## src/rtl/mux_rr_arb.sv

```systemverilog
// mux_rr_arb: N-channel valid/ready multiplexer with a single registered output
// stage. Mode 0 arbitrates round-robin from a rotating pointer; mode 1 passes the
// channel named by sel. A new word can enter the output register in the same
// edge that the old one drains, so a continuously ready sink sees one word per
// cycle.
module mux_rr_arb #(
    parameter int WIDTH = 16,
    parameter int NCH   = 4
) (
    input  logic                      clk,
    input  logic                      rst_n,
    input  logic [NCH*WIDTH-1:0]      in_data,
    input  logic [NCH-1:0]            in_valid,
    output logic [NCH-1:0]            in_ready,
    input  logic                      mode,
    input  logic [$clog2(NCH)-1:0]    sel,
    output logic [WIDTH-1:0]          out_data,
    output logic [$clog2(NCH)-1:0]    out_sel,
    output logic                      out_valid,
    input  logic                      out_ready
);

    localparam int CW = $clog2(NCH);

    // Channel count at CW+1 bits, so that index sums and range checks never overflow.
    localparam logic [CW:0] NCH_W  = (CW+1)'(NCH);
    localparam logic [CW-1:0] LAST = CW'(NCH - 1);

    // Output register and round-robin pointer.
    logic [WIDTH-1:0] r_out_data;
    logic [CW-1:0]    r_out_sel;
    logic             r_out_valid;
    logic [CW-1:0]    r_ptr;

    // Combinational arbitration results.
    logic             w_load;
    logic             w_rr_hit;
    logic [CW-1:0]    w_rr_idx;
    logic             w_fx_hit;
    logic             w_gnt_hit;
    logic [CW-1:0]    w_gnt_idx;
    logic             w_transfer;
    logic [WIDTH-1:0] w_gnt_data;
    logic [NCH-1:0]   w_in_ready;
    logic [CW-1:0]    w_ptr_next;

    // The output register may accept a word when it is empty or being drained.
    assign w_load = ~r_out_valid | out_ready;

    // Round-robin search: first valid channel at or above the pointer, wrapping at NCH.
    always_comb begin : p_rr_search
        logic [CW:0]   v_cand;
        logic [CW-1:0] v_idx;
        w_rr_hit = 1'b0;
        w_rr_idx = '0;
        for (int k = 0; k < NCH; k++) begin
            v_cand = {1'b0, r_ptr} + (CW+1)'(k);
            if (v_cand >= NCH_W) begin
                v_cand = v_cand - NCH_W;
            end else begin
                v_cand = v_cand;
            end
            v_idx = v_cand[CW-1:0];
            if (!w_rr_hit && in_valid[v_idx]) begin
                w_rr_hit = 1'b1;
                w_rr_idx = v_idx;
            end else begin
                w_rr_hit = w_rr_hit;
            end
        end
    end

    // Fixed selection: only an in-range, valid sel is granted.
    always_comb begin
        w_fx_hit = 1'b0;
        if ({1'b0, sel} < NCH_W) begin
            w_fx_hit = in_valid[sel];
        end else begin
            w_fx_hit = 1'b0;
        end
    end

    // Pick the grant source according to the mode sampled this cycle.
    always_comb begin
        w_gnt_hit = 1'b0;
        w_gnt_idx = '0;
        case (mode)
            1'b0: begin
                w_gnt_hit = w_rr_hit;
                w_gnt_idx = w_rr_idx;
            end
            1'b1: begin
                w_gnt_hit = w_fx_hit;
                w_gnt_idx = sel;
            end
            default: begin
                w_gnt_hit = 1'b0;
                w_gnt_idx = '0;
            end
        endcase
    end

    assign w_transfer = w_load & w_gnt_hit;

    // Data mux: only the granted lane contributes, other lanes are never observed.
    always_comb begin
        w_gnt_data = '0;
        for (int i = 0; i < NCH; i++) begin
            if (w_gnt_hit && (w_gnt_idx == CW'(i))) begin
                w_gnt_data = in_data[i*WIDTH +: WIDTH];
            end else begin
                w_gnt_data = w_gnt_data;
            end
        end
    end

    // Ready goes back only to the granted channel, only when the output can load, never in reset.
    always_comb begin
        w_in_ready = '0;
        if (rst_n && w_transfer) begin
            w_in_ready[w_gnt_idx] = 1'b1;
        end else begin
            w_in_ready = '0;
        end
    end

    // Next pointer: one past the winner, wrapping from the last channel to zero.
    always_comb begin
        w_ptr_next = r_ptr;
        if (w_transfer && !mode) begin
            if (w_gnt_idx == LAST) begin
                w_ptr_next = '0;
            end else begin
                w_ptr_next = w_gnt_idx + CW'(1);
            end
        end else begin
            w_ptr_next = r_ptr;
        end
    end

    // Output register: load on transfer, empty on an idle load, hold under backpressure.
    always_ff @(posedge clk or negedge rst_n) begin
        if (!rst_n) begin
            r_out_data  <= '0;
            r_out_sel   <= '0;
            r_out_valid <= 1'b0;
        end else if (w_transfer) begin
            r_out_data  <= w_gnt_data;
            r_out_sel   <= w_gnt_idx;
            r_out_valid <= 1'b1;
        end else if (w_load) begin
            r_out_valid <= 1'b0;
        end else begin
            r_out_valid <= r_out_valid;
        end
    end

    // Round-robin pointer register.
    always_ff @(posedge clk or negedge rst_n) begin
        if (!rst_n) begin
            r_ptr <= '0;
        end else begin
            r_ptr <= w_ptr_next;
        end
    end

    assign in_ready  = w_in_ready;
    assign out_data  = r_out_data;
    assign out_sel   = r_out_sel;
    assign out_valid = r_out_valid;

endmodule
```

## config.mk

```make
export PLATFORM = sky130hd
export DESIGN_NAME = mux_rr_arb
export DESIGN_NICKNAME = d
export VERILOG_FILES = /design/src/rtl/mux_rr_arb.sv
export SDC_FILE = /design/constraint.sdc
export NUM_CORES = 1
export LEC_CHECK = 0
export CORE_UTILIZATION = 32
export DETAILED_ROUTE_END_ITERATION = 8
export PLACE_DENSITY = 0.75
export SYNTH_ARGS = -nofsm -noshare
export SYNTH_HDL_FRONTEND = slang
export SYNTH_SLANG_ARGS = --single-unit
```

## constraint.sdc

```tcl
create_clock -name clk -period 4.2 [get_ports clk]
set_clock_uncertainty 0.2 [all_clocks]
set_input_delay 1.26 -clock clk [delete_from_list [all_inputs] [get_ports clk]]
set_output_delay 1.26 -clock clk [all_outputs]
set_load 0.02 [all_outputs]
```

; ---- Word-level counts from Yosys, hierarchy flattened
; Index checks and enable logic that the tools add are counted.
[totals]
ff_bits = 21
input_bits = 74
output_inout_bits = 23
wordCells = 80
[op_classes]
n_addsub = 8
magnitude_cmp = 11
n_eq_ne = 3
mux = 34
n_bitwise = 4
reduce_logical = 16
[op_table]
columns = cell, n
row1 = $mux 16, 4
row2 = $lt 2x3->1 const B, 6
row3 = $mux 2, 9
row4 = $mux 1, 12
row5 = $bmux 1 s2, 5
row6 = $logic_and 1x1->1, 10
row7 = $ge 3x3->1 const B, 3
row8 = $sub 2x1->2 const B, 4
row9 = $add 2x2->3 const B, 2
row10 = $eq 2x2->1 const B, 2
row11 = $logic_not 1->1, 4
row12 = $mux 4, 1
row13 = $pmux 2 s2, 1
row14 = $add 2x1->3 const B, 1
row15 = $ge 2x3->1 const B, 1
row16 = $add 2x1->2 const B, 1
row17 = $demux 1 s2, 1
row18 = $eq 2x1->1 const B, 1
row19 = $ge 2x1->1 const B, 1
row20 = $logic_not 2->1, 1
row21 = $not 1->1, 2
row22 = $pmux 1 s2, 1
row23 = $reduce_bool 2->1, 1
row24 = $and 1x1->1, 1
row25 = $or 1x1->1, 1

; ---- Longest topological paths before layout
[logic_depth]
ltp_word = 21
ltp_mapped = 10

; ---- Worst setup path after synthesis
; Ideal clock, no wire load.
[synth_path]
path_kind = input port to output port
from = in in_valid[3]
to = out in_ready[1]
arrival_ps = 3049
required_ps = 2740
path_slack_ps = -309
stages = 7
path_buffers = 2
cell_sequence = nand2b_1 -> a21boi_0 -> o41ai_1 -> ha_1 -> clkbuf_1 -> clkbuf_1 -> and3_1
[synth_via]
elab_chain_cells = 18
word_cells_on_any_way = 34
classes_between = 2 x order compare / 23 x mux / 1 x bitwise / 8 x reduce/logical
[synth_rtl]
columns = element, line_no
row1 = from (decl), 13  ; input logic [NCH-1:0] in_valid,
row2 = $bmux 1 s2, 64  ; if (!w_rr_hit && in_valid[v_idx]) begin
row3 = $mux 1 (not written as such), 64
row4 = $mux 1, 64
row5 = $logic_not 1->1, 64
row6 = $logic_and 1x1->1, 64
row7 = $mux 1, 64
row8 = $logic_not 1->1, 64
row9 = $logic_and 1x1->1, 64
row10 = [3 not listed], -
row11 = $mux 2 *, 64
row12 = $pmux 2 s2 *, 87  ; case (mode)
row13 = via w_gnt_idx[0], 41  ; logic [CW-1:0] w_gnt_idx;
row14 = $lt 2x3->1 (not written as such) or $ge 2x1->1 (tied branches), 121  ; w_in_ready[w_gnt_idx] = 1'b1;
row15 = $logic_and 1x1->1 (not written as such), 121
row16 = $mux 1 (not written as such), 121
row17 = $demux 1 s2 *, 121
row18 = $mux 4 *, 120  ; if (rst_n && w_transfer) begin
row19 = to (decl), 14  ; output logic [NCH-1:0] in_ready,
; Mark *: on every way through the listed nets, which the timed path passes. The rest lies on a longest branch. The select of a mux whose other input is x is not followed.

; ---- Worst setup path in the final report
[layout_path]
from = in in_valid[1]
to = out in_ready[1]
; The elaborated chain is that of the path after synthesis.

==> impl_results.md <==
* Outcome: complete, no violations
* Final hold violation count at 0
* Sequential cell area at 526 um^2
* Synth unique cells at 30
* Least-Margin Pin Slew at 0.315 ns
* Number of synthesized flops with an enable pin at 0
* Largest net degree at the start of global routing at 33
* DP HPWL at 3740 um
* Worst vdd rail ir drop at 237 uV
* Number of global-route vias before repair at 1,588
* Max Cap Viol at 0
* Num CTS Buffers at 3
* Initial antenna violation count at 0
* Chip Height at 67.7 um
* DR WL/cell at 16.0 um
* Syn avg cell area at 9.27 um^2
* Highest clock rate at 0.242 GHz
* Pint at 0.690 mW
* TritonCTS clock tree: built
* Worst hold path type: reg -> reg
* CP Capture Type: output port
* Final instance area at 0.00267 mm^2
* Synth top cells by count: dfrtp_1 (21), nand2_1 (19), o31ai_1 (16)
* Most common cell in the netlist: dfrtp_1
* WHS at 0.280 ns
* Area delta synth->final at 92.9%
* Fin crit period at 4.13 ns
* Global-route wire length before repair at 7450 um
* Routed via count at 1,673
* I/O pin count at 97
* Final period utilization at 98.4%
* Synthesized net count at 227
* Logic pwr share at 59.4%
* CTS max path bufs at 2
* Mapped Area at 0.00138 mm^2
* Required @ worst endpoint at 2.74 ns
* Syn Inst Count at 149
* Setup slack after layout at 0.0686 ns
* 1st-iter DRT viols at 101
* Final Setup Violations at 0
* Synth area leaders: dfrtp_1 (38%), a221oi_1 (9.5%), o31ai_1 (8.7%)
* Root Buffer: clkbuf_8
* CP Data Arrival Time at 2.67 ns
* Sink Count at 21
* Chip Width at 67.7 um
* Worst-path clk slew at 0.08 ns
* Total gr overflow at 0
* Cell Area, Placed at 0.00255 mm^2
* Multi-input logic area at 858 um^2
* Post-Layout Cell Count at 316
* Post-synth top area share at 38.0%
* Leakage at 1.12 nW
* Starting Density at 33.8%
* Critical path launch point type: input pin
* Most common flop cell mapped by yosys: dfrtp_1
* Fin. max-slew vios at 0
* Final WL at 5050 um
* Sw Share at 38.9%
* Layout cells sized above 1 at 23.7%
* Critical Path Fanout Max at 8
* Row Count at 23
* Inst Count DP at 309
* Yosys warns at 0
* Total track usage at 21.7%
* H-tree Lvls at 1
* Total die area at 0.00458 mm^2
* IO buf count at 96
* Total Power at 1.13 mW
* DRC Markers at 0
* P_sw at 0.439 mW
* Clock share of power at 11.8%
* Power density cells at 424 mW/mm^2
* Crit path kind: in -> out
* Post-synth ARST share at 100%
* Core area at 0.00409 mm^2
* Area leader, netlist: dfrtp_1
* Fillers at 362
* Clk Latency, worst-skew pair at 0.26 ns
* Detailed Routing Iterations Pass 1 at 4
* Vias per cell at 5.29
* Seq/Total Area, Yosys at 38.0%
* Reg power frac at 28.8%
* Final ANT Viol Nets at 0
* Gp weighted congestion at 0.809
* Antenna fix cells at 0
* #FFs+latches synth at 21
* Layout Nets at 345
* Max_slew headroom at 79.0%
* Flop-to-flop setup slack at 1.53 ns
* Pre-CTS WS at -0.776 ns
[worst max-delay path: stages]
cell,delay (ns)
clkbuf_4,0.15
nor2b_1,0.14
o221ai_1,0.12
a311oi_1,0.32
buf_4,0.20
inv_4,0.05
ha_4,0.15
and3_4,0.15
buf_6,0.12
[registers in the layout, summed over array words and instances, names as in the netlist]
name and flops:
out_sel 2, out_valid 1, out_data 16, r_ptr 2
[worst paths after layout]
check | startpoint | to | cells past startpoint
max reg2reg | r_ptr[1]$_DFFE_PN0P_ | out_data[14]$_DFFE_PN0N_ | 10
min reg2reg | out_data[12]$_DFFE_PN0N_ | out_data[12]$_DFFE_PN0N_ | 2
max in group asynchronous | rst_n | out_data[15]$_DFFE_PN0N_ | 2
min in group asynchronous | rst_n | out_sel[0]$_DFFE_PN0N_ | 2
max | in_valid[1] | in_ready[1] | 9
min | out_data[12]$_DFFE_PN0N_ | out_data[12]$_DFFE_PN0N_ | 2
[cell type report]
class | count | share of cell area (%)
Timing Repair Buffer | 123 | 42.9
Clock buffer | 3 | 1.55
Tap cell | 50 | 2.35
Sequential cell | 21 | 19.7
Clock inverter | 1 | 0.188
Multi-Input combinational cell | 111 | 32.2
Inverter | 7 | 1.08
[metal layers]
layer | GRT usage [%] | vias up | part of all wire [%]
met5 | 0 | - | 0
met4 | 3.19 | 0 | 0.38
met3 | 4.05 | 2 | 6.9
met2 | 37.7 | 58 | 50
met1 | 28.1 | 794 | 43
li1 | - | 819 | -
[through the flow]
step,setup TNS [ns],util (%)
after floorplan,0,-
after global placement,-2.99,62.5
after detailed placement,-3.05,62.5
after CTS,0,65.3
after global routing,-0.00275,65.2
final,0,65.2
[power by group through the flow]
stage	Clock [mW]	Sequential, mW	Combinational (mW)
2_1_floorplan	0	0.408	0.244
3_3_place_gp	0	0.326	0.644
3_5_place_dp	0	0.327	0.652
4_1_cts	0.138	0.324	0.673
5_1_grt	0.145	0.335	0.724
6_report	0.134	0.325	0.670
[cell usage in the layout, fill, tap and decap left out, types with 4 or more instances in the layout]
cell	n
a221oi_1	15
buf_4	27
buf_6	4
clkdlybuf4s50_1	85
dfrtp_1	21
inv_1	4
nand2_1	19
nand2b_1	4
nor2_1	5
o22ai_1	15
o31ai_1	16
[timing repair]
item	in CTS	in global routing
pin swaps	6	4
setup buffers	3	0
setup endpoints to repair	4	4
gates resized for setup	54	10
hold buffers	0	0
cloned	0	0
[kinds of logic (layout without fill, tap and decap cells)]
kind of cell | Yosys count | after routing | synth area share, %
AO/OA/AOI/OAI | 62 | 62 | 33.9
adder cells (fa/ha/maj) | 4 | 4 | 3.62
buffers and inverters | 17 | 134 | 4.89
flip-flops | 21 | 21 | 38.0
multiplexers | 4 | 4 | 4.62
AND/OR/NAND/NOR | 41 | 41 | 14.9
Power figures use the tool's default switching activity.
